==> config.mk <==
export PLATFORM = sky130hd
export DESIGN_NAME = pipe_stage_skid_reg
export DESIGN_NICKNAME = d
export VERILOG_FILES = /design/src/rtl/pipe_pkg.sv /design/src/rtl/stage_slot.sv /design/src/rtl/pipe_stage_skid_reg.sv
export SDC_FILE = /design/constraint.sdc
export NUM_CORES = 1
export LEC_CHECK = 0
export ABC_AREA = 1
export CAP_MARGIN = 20
export CELL_PAD_IN_SITES_DETAIL_PLACEMENT = 0
export CELL_PAD_IN_SITES_GLOBAL_PLACEMENT = 1
export CORE_MARGIN = 4
export CORE_UTILIZATION = 37
export DETAILED_ROUTE_END_ITERATION = 12
export GPL_ROUTABILITY_DRIVEN = 1
export PLACE_DENSITY = 0.88
export REMOVE_ABC_BUFFERS = 1
export SYNTH_ARGS = -nofsm -noshare
export SYNTH_HDL_FRONTEND = slang
export SYNTH_SLANG_ARGS = --single-unit
==> constraint.sdc <==
create_clock -name clk -period 3 [get_ports clk]
set_input_delay 0.3 -clock clk [delete_from_list [all_inputs] [get_ports clk]]
set_output_delay 0.3 -clock clk [all_outputs]
set_load 0.005 [all_outputs]
==> src/rtl/pipe_pkg.sv <==
// Shared definitions for pipeline stage registers: default widths, occupancy
// encoding and the bit positions inside the control field.
package pipe_pkg;

  localparam int CTRL_LEN_DEF = 9;
  localparam int DATA_LEN_DEF = 108;
  localparam int CNT_LEN_DEF  = 16;

  localparam logic [1:0] OCC_EMPTY = 2'd0;
  localparam logic [1:0] OCC_ONE   = 2'd1;
  localparam logic [1:0] OCC_FULL  = 2'd2;

  localparam int CTRL_WB_EN       = 0;
  localparam int CTRL_MEM_R       = 1;
  localparam int CTRL_MEM_W       = 2;
  localparam int CTRL_B           = 3;
  localparam int CTRL_S           = 4;
  localparam int CTRL_EXE_CMD_LSB = 5;

  // The FSM state value doubles as the occupancy count.
  typedef enum logic [1:0] {
    ST_EMPTY = OCC_EMPTY,
    ST_ONE   = OCC_ONE,
    ST_FULL  = OCC_FULL
  } occ_state_e;

  typedef struct packed {
    logic head_load;
    logic head_from_skid;
    logic skid_load;
    logic clear;
  } slot_ctl_t;

endpackage

==> src/rtl/stage_slot.sv <==
// One {ctrl,data} storage slot. Clear wins over load so a flushed slot
// always reads as a zeroed bubble.
module stage_slot #(
  parameter int CTRL_LEN = 9,
  parameter int DATA_LEN = 108
) (
  input  logic                clk,
  input  logic                rst,
  input  logic                load,
  input  logic                clear,
  input  logic [CTRL_LEN-1:0] d_ctrl,
  input  logic [DATA_LEN-1:0] d_data,
  output logic [CTRL_LEN-1:0] q_ctrl,
  output logic [DATA_LEN-1:0] q_data
);

  always_ff @(posedge clk or negedge rst) begin
    if (!rst) begin
      q_ctrl <= '0;
      q_data <= '0;
    end else if (clear) begin
      q_ctrl <= '0;
      q_data <= '0;
    end else if (load) begin
      q_ctrl <= d_ctrl;
      q_data <= d_data;
    end
  end

endmodule

==> src/rtl/pipe_stage_skid_reg.sv <==
// Pipeline stage register with a 2-entry skid buffer, freeze and flush.
// in_ready depends only on the occupancy register and freeze, never on in_valid.
module pipe_stage_skid_reg
  import pipe_pkg::*;
#(
  parameter int CTRL_LEN = CTRL_LEN_DEF,
  parameter int DATA_LEN = DATA_LEN_DEF,
  parameter int CNT_LEN  = CNT_LEN_DEF
) (
  input  logic                clk,
  input  logic                rst,
  input  logic                in_valid,
  output logic                in_ready,
  input  logic [CTRL_LEN-1:0] in_ctrl,
  input  logic [DATA_LEN-1:0] in_data,
  output logic                out_valid,
  input  logic                out_ready,
  output logic [CTRL_LEN-1:0] out_ctrl,
  output logic [DATA_LEN-1:0] out_data,
  input  logic                freeze,
  input  logic                flush,
  output logic [1:0]          occupancy,
  output logic [CNT_LEN-1:0]  flush_drop_cnt
);

  // Handshake: a transfer happens on a cycle where valid and ready are both
  // high at the rising edge. push = in_valid & in_ready; pop = out_valid &
  // out_ready & ~freeze. Flush overrides both but does not alter in_ready.

  occ_state_e state_q, state_d;
  slot_ctl_t  ctl;
  logic       push, pop;

  logic [CTRL_LEN-1:0] head_ctrl, skid_ctrl, head_d_ctrl;
  logic [DATA_LEN-1:0] head_data, skid_data, head_d_data;

  assign occupancy = state_q;
  assign out_valid = (state_q != ST_EMPTY);
  assign in_ready  = (state_q != ST_FULL) & ~freeze;
  assign push      = in_valid & in_ready;
  assign pop       = out_valid & out_ready & ~freeze;

  always_ff @(posedge clk or negedge rst) begin
    if (!rst) state_q <= ST_EMPTY;
    else      state_q <= state_d;
  end

  always_comb begin
    state_d = state_q;
    ctl     = '0;
    if (flush) begin
      state_d   = ST_EMPTY;
      ctl.clear = 1'b1;
    end else begin
      case (state_q)
        ST_EMPTY: begin
          if (push) begin
            state_d       = ST_ONE;
            ctl.head_load = 1'b1;
          end
        end
        ST_ONE: begin
          if (push && pop) begin
            ctl.head_load = 1'b1;
          end else if (push) begin
            state_d       = ST_FULL;
            ctl.skid_load = 1'b1;
          end else if (pop) begin
            state_d = ST_EMPTY;
          end
        end
        ST_FULL: begin
          // in_ready is low here, so only the skid entry can advance.
          if (pop) begin
            state_d            = ST_ONE;
            ctl.head_load      = 1'b1;
            ctl.head_from_skid = 1'b1;
          end
        end
        default: begin
          state_d   = ST_EMPTY;
          ctl.clear = 1'b1;
        end
      endcase
    end
  end

  assign head_d_ctrl = ctl.head_from_skid ? skid_ctrl : in_ctrl;
  assign head_d_data = ctl.head_from_skid ? skid_data : in_data;

  stage_slot #(.CTRL_LEN(CTRL_LEN), .DATA_LEN(DATA_LEN)) u_head (
    .clk    (clk),
    .rst    (rst),
    .load   (ctl.head_load),
    .clear  (ctl.clear),
    .d_ctrl (head_d_ctrl),
    .d_data (head_d_data),
    .q_ctrl (head_ctrl),
    .q_data (head_data)
  );

  stage_slot #(.CTRL_LEN(CTRL_LEN), .DATA_LEN(DATA_LEN)) u_skid (
    .clk    (clk),
    .rst    (rst),
    .load   (ctl.skid_load),
    .clear  (ctl.clear),
    .d_ctrl (in_ctrl),
    .d_data (in_data),
    .q_ctrl (skid_ctrl),
    .q_data (skid_data)
  );

  // Bubbles must never carry live control bits downstream.
  assign out_ctrl = out_valid ? head_ctrl : '0;
  assign out_data = head_data;

  localparam logic [CNT_LEN-1:0] CNT_MAX = '1;

  logic [1:0]         drop_n;
  logic [CNT_LEN+1:0] cnt_sum;
  logic [CNT_LEN-1:0] cnt_q;

  // A push accepted in the flush cycle is discarded too, so it counts.
  assign drop_n  = occupancy + {1'b0, push};
  assign cnt_sum = (CNT_LEN + 2)'(cnt_q) + (CNT_LEN + 2)'(drop_n);

  always_ff @(posedge clk or negedge rst) begin
    if (!rst) begin
      cnt_q <= '0;
    end else if (flush) begin
      if (cnt_sum > (CNT_LEN + 2)'(CNT_MAX)) cnt_q <= CNT_MAX;
      else                                   cnt_q <= cnt_sum[CNT_LEN-1:0];
    end
  end

  assign flush_drop_cnt = cnt_q;

endmodule
### Word level (Yosys, flattened, before mapping)

Index checks and enable logic that the tools add are counted.

* register bits: 252
* output and inout bits: 137
* word-level logic and storage cells: 57

* add/sub/neg operators: 2
* $lt $le $gt $ge: 1
* equality and inequality tests: 7
* muxes and demuxes: 29
* bitwise operators: 5
* reductions and logical operators: 7

Operators by type and width (number)
* 108-bit 2-to-1 mux: 5
* 9-bit 2-to-1 mux: 6
* 16-bit by 2-bit adder with 17-bit output: 1
* 17-bit by 16-bit > comparator with 1-bit output, second input constant: 1
* 16-bit 2-to-1 mux: 1
* 2-bit 2-to-1 mux: 7
* 3-bit inequality test, second input constant: 3
* 1-bit 2-to-1 mux: 7
* 2-bit one-hot mux with 3 select lines: 1
* 2-bit nonzero test: 3
* 1-bit bitwise AND: 4
* 4-bit inequality test, second input constant: 1
* 4-bit AND reduction: 1
* 3-bit 2-to-1 mux: 1
* 1-bit one-hot mux with 3 select lines: 1
* 3-bit OR reduction: 1
* 2-bit by 1-bit adder with 2-bit output: 1
* 2-bit by 1-bit equality test with 1-bit output, second input constant: 1
* 2-bit equality test, second input constant: 1
* 2-bit zero test: 1
* 2-bit inequality test, second input constant: 1
* 1-bit logical AND: 1
* 1-bit NOT: 1

### Depth between registers and ports, before layout

* word-level depth: 10
* gate-level depth with buffers: 20
* depth with buffers taken out: 18

### Cells and area by module

Synthesis repeated with hierarchy kept, for this count alone.

* cell total of the unflattened synthesis: 1348
* area, all modules: 12040.3 um^2

By module, submodules not included
* stage_slot: instances 2, cells each 507, area each 4611.9 um^2
* pipe_stage_skid_reg: instances 1, cells each 334, area each 2816.5 um^2

### Worst setup path after synthesis

Ideal clock, no wire load.

* kind: register to register
* from: reg state_q[0] (netlist: occupancy[0])
* to: reg cnt_q[12] (netlist: flush_drop_cnt[12])
* setup time: 0.066 ns
* arrival: 2.602 ns
* required time: 2.934 ns
* setup slack: 0.332 ns
* cell stages (with the launch flop): 20
* cell sequence: dfrtp_1 > buf_4 > nor2_4 > nor2_4 > nand2_1 > inv_2 > ha_1 > ha_1 > inv_1 > fa_1 > inv_1 > nand2_1 > inv_1 > nand3_1 > or2_1 > clkbuf_2 > buf_6 > nand2_1 > nand2_1 > nand2_1

* cells in the longest elaborated chain, start to end: 7

Ends and longest elaborated chain
* start: declaration: RTL line pipe_stage_skid_reg.sv:30 `occ_state_e state_q, state_d;`
* start signal: assignment: RTL line pipe_stage_skid_reg.sv:45 `else state_q <= state_d;`
* 2-bit inequality test *: RTL line pipe_stage_skid_reg.sv:39 `assign in_ready = (state_q != ST_FULL) & ~freeze;`
* 1-bit bitwise AND *: RTL line pipe_stage_skid_reg.sv:39
* named net in_ready: RTL line pipe_stage_skid_reg.sv:13 `output logic in_ready,`
* 1-bit bitwise AND *: RTL line pipe_stage_skid_reg.sv:40 `assign push = in_valid & in_ready;`
* 2-bit by 1-bit adder with 2-bit output *: RTL line pipe_stage_skid_reg.sv:124 `assign drop_n = occupancy + {1'b0, push};`
* 16-bit by 2-bit adder with 17-bit output *: RTL line pipe_stage_skid_reg.sv:125 `assign cnt_sum = (CNT_LEN + 2)'(cnt_q) + (CNT_LEN + 2)'(drop_n);`
* 17-bit by 16-bit > comparator with 1-bit output: RTL line pipe_stage_skid_reg.sv:131 `if (cnt_sum > (CNT_LEN + 2)'(CNT_MAX)) cnt_q <= CNT_MAX;`
* 16-bit 2-to-1 mux *: RTL line pipe_stage_skid_reg.sv:131
* end signal: assignment: RTL line pipe_stage_skid_reg.sv:132 `else cnt_q <= cnt_sum[CNT_LEN-1:0];`
* end: declaration: RTL line pipe_stage_skid_reg.sv:121 `logic [CNT_LEN-1:0] cnt_q;`

The timed path passes the listed nets; every way through them passes the cells marked *.
A chain may end at the register's enable or synchronous reset.

### Worst setup path in the final report

* from: reg state_q[0] (netlist: occupancy[0])
* to: reg cnt_q[8] (netlist: flush_drop_cnt[8])

* cells in the longest elaborated chain, start to end: 7

Ends and longest elaborated chain (RTL line)
* 2-bit inequality test: pipe_stage_skid_reg.sv:39
* 1-bit bitwise AND: pipe_stage_skid_reg.sv:39
* 1-bit bitwise AND: pipe_stage_skid_reg.sv:40
* 2-bit by 1-bit adder with 2-bit output *: pipe_stage_skid_reg.sv:124
* 16-bit by 2-bit adder with 17-bit output *: pipe_stage_skid_reg.sv:125
* 17-bit by 16-bit > comparator with 1-bit output: pipe_stage_skid_reg.sv:131
* 16-bit 2-to-1 mux *: pipe_stage_skid_reg.sv:131

Every way passes the cells marked *; elsewhere a longest branch is shown, timed or not.

==> flow_metrics.env <==
export IMPL_fp_dieArea_um2=35000
export IMPL_grt_pass1_wl_um=54900
export IMPL_routedWlPerCell_um=15.4
export IMPL_hold_viol=0
export IMPL_clk_latency_ps=540
export IMPL_synth_edff_count=0
export IMPL_status="finished clean"
export IMPL_drv_slew=0
export IMPL_met2_length_um=15000
export IMPL_crit_path_max_fanout=3
export IMPL_wirelength_um=32700
export IMPL_synth_fa_ha_area_share_pct=0.485
export IMPL_placed_cell_area_um2=14800
export IMPL_first_global_vias=10600
export IMPL_numPortBuffers=259
export IMPL_place_inst=2069
export IMPL_synth_top_family_by_area="simple AND/OR/NAND/NOR gates"
export IMPL_coreArea_um2=31600
export IMPL_numCtsBuffers=28
export IMPL_slowest_delay_ps=400
export IMPL_power_leakage_nw=8.05
export IMPL_synth_avg_cell_area_um2=7.98
export IMPL_yosysSeqAreaShare_pct=53.1
export IMPL_netSwitchingPower_mw=2.96
export IMPL_power_density_nw_per_um2=656
export IMPL_fill_cells=2931
export IMPL_clock_skew_ps=10.1
export IMPL_path_cells="nor2_4 -> nor2_4 -> nand2_1 -> inv_2 -> ha_1 -> ha_1 -> inv_1 -> fa_1 -> inv_1 -> nand2_1 -> buf_4 -> nor2_1 -> nand2_1 -> xor2_1 -> nand2_1 -> nand2_1 -> nand2_1"
export IMPL_hpwl_um=20400
export IMPL_critical_path_top_delay_family="simple AND/OR/NAND/NOR gates"
export IMPL_period_needed_ps=2580
export IMPL_rows=65
export IMPL_fmaxAchievable_ghz=0.388
export IMPL_power_share_sequential_pct=41.6
export IMPL_internal_power_mw=7.39
export IMPL_highest_layer="met5"
export IMPL_required_ps=3420
export IMPL_firstDrtPassIters=6
export IMPL_grt_use_total_pct=18.4
export IMPL_tns_ps=0
export IMPL_hp_class="input port to flip-flop"
export IMPL_seq_area_um2=6310
export IMPL_final_common_cell="nand2_1"
export IMPL_drt_vias_per_instance=4.99
export IMPL_switching_share_pct=28.6
export IMPL_netlist_instances=1488
export IMPL_async_flop_share_pct=100
export IMPL_crit_type="flip-flop to flip-flop"
export IMPL_dr_total_vias=10600
export IMPL_die_height_um=187
export IMPL_rrSetupSlack_ps=420
export IMPL_mostFrequentLayoutCells="nand2_1, clkdlybuf4s50_1, dfrtp_1, nand3_1, inv_1"
export IMPL_drt_iter0_drc=831
export IMPL_grt_max_degree=143
export IMPL_ys_flop_type="dfrtp_1"
export IMPL_cts_tree="built"
export IMPL_grt_ovfl_total=0
export IMPL_maxCapViolCount=0
export IMPL_floorplan_initialDensity_pct=37.5
export IMPL_diodes=0
export IMPL_clock_root_buffer="clkbuf_16"
export IMPL_antenna_found_initial=2
export IMPL_muxShareOfSynthArea_pct=0
export IMPL_clock_path_buffers=3
export IMPL_synthDistinctLibCells=32
export IMPL_ys_ff_latch=252
export IMPL_startpoint_type="flip-flop"
export IMPL_comb_power_share_pct=23.3
export IMPL_cp_buffers_inverters=4
export IMPL_multiInputGateArea_um2=4470
export IMPL_synth_compound_area_share_pct=10.5
export IMPL_final_area_um2=15800
export IMPL_cts_sinks=252
export IMPL_wl_met3_um=1840
export IMPL_gp_congestion=0.819
export IMPL_slew_headroom_pct=49.8
export IMPL_cpMaxStageDelayCell="dfrtp_1"
export IMPL_vdd_drop_max_uv=341
export IMPL_antenna_left=0
export IMPL_wl_met1_um=15300
export IMPL_crit_top_cell="nand2_1"
export IMPL_final_layout_size_suffix_gt1_share_pct=5.17
export IMPL_cts_max_level=1
export IMPL_num_nets_final=1825
export IMPL_setup_viol=0
export IMPL_rsz0062_at_grt="false"
export IMPL_io_pins=260
export IMPL_area_growth_pct=33.0
export IMPL_instances_no_fill=2122
export IMPL_synth_xor_area_share_pct=0.517
export IMPL_postCtsSetupBuffers=0
export IMPL_tightest_slew_ps=754
export IMPL_crit_arrival_ps=3000
export IMPL_drc=0
export IMPL_cp_end_kind="flip-flop"
export IMPL_yosys_area_share_simple_pct=26.1
export IMPL_yosysWarnings=0
export IMPL_die_w_um=187
export IMPL_mappedNetlistArea_um2=11900
export IMPL_clk_pin_slew_ps=60
export IMPL_clkPwrFrac_pct=35.1
export IMPL_fin_crit_sh_pct=85.9
-- routing by layer --
layer,vias to the layer above,global-route usage [%]
li1,5201,-
met1,5018,25.9
met2,320,29.8
met3,41,3.32
met4,4,4.35
met5,-,0
-- Yosys cell counts (2+ instances only) --
master,n,area share (%)
xnor2_1,2,0.15
buf_4,6,0.38
ha_1,3,0.32
inv_1,149,4.7
nand2_1,309,9.8
nand3_2,2,0.17
a21oi_1,122,5.1
nor2_4,3,0.28
o21ai_0,116,4.9
dfrtp_1,252,53
o21ai_1,5,0.21
inv_2,4,0.13
a31oi_1,3,0.16
nor2_2,2,0.11
buf_1,12,0.38
clkbuf_1,37,1.2
nor2_1,146,4.6
buf_2,44,1.9
nand3_1,245,10
nand4_1,5,0.26
buf_6,6,0.57
xor2_1,5,0.37
-- kinds of logic after synthesis --
| logic type | count (synthesis) |
|---|---|
| AND/OR/NAND/NOR | 718 |
| buffers and inverters | 260 |
| flip-flops | 252 |
| AO/OA/AOI/OAI | 247 |
| XOR/XNOR | 7 |
| adder cells (fa/ha/maj) | 4 |
-- worst min-delay path: cells and delay by family --
family | cells | cell delay [ps]
AOI/OAI and AO/OA | 1 | 80
buffers and inverters | 2 | 450
-- what timing repair did --
item                      in CTS  in global routing
hold buffers                   1                  0
gates resized for setup        0                  0
hold endpoints to repair      82                  0
-- state kept, by name, indices dropped and copies added, names as in the netlist --
signal          cells
u_head.q_data     108
occupancy           2
u_head.q_ctrl       9
u_skid.q_ctrl       9
u_skid.q_data     108
flush_drop_cnt     16
-- power groups by stage --
stage          logic, mW  registers, mW  clock network (mW)
6_report            2.41           4.31                3.64
5_1_grt             2.67           4.38                3.89
4_1_cts             2.45           4.30                3.73
3_5_place_dp        2.43           4.35                   0
3_3_place_gp        2.39           4.35                   0
2_1_floorplan      0.928           4.31                   0
-- per-stage QoR --
| step | hold slack [ps] | total power [mW] | utilization, % | setup WS (ps) |
|---|---|---|---|---|
| floorplan | 4.41 | 5.24 | - | -883 |
| global placement | 386 | 6.74 | 46.8 | 94.8 |
| detailed placement | 386 | 6.78 | 46.8 | 124 |
| CTS | 317 | 10.5 | 49.9 | 426 |
| global route | 337 | 10.9 | 49.9 | 207 |
| finish | 340 | 10.4 | 49.9 | 424 |
-- worst paths after layout --
path                                   startpoint                end  cells past startpoint
max in group asynchronous                     rst  u_head.q_data[61]                      3
worst max-delay path                 occupancy[0]  flush_drop_cnt[8]                     17
worst min register to register  u_head.q_data[45]  u_head.q_data[45]                      2
worst max register to register       occupancy[0]  flush_drop_cnt[8]                     17
worst min-delay path                  in_data[73]  u_skid.q_data[73]                      3
min in group asynchronous                     rst  u_head.q_data[20]                      2
-- final cells by class --
class	count	area share, %
clock inverters	12	1.05
multi-input cells	976	28.3
well taps	402	3.19
inverters	154	3.71
flip-flops and latches	252	39.9
repair buffers	286	18.6
clock buffers	40	5.18
Power figures use the tool's default switching activity.
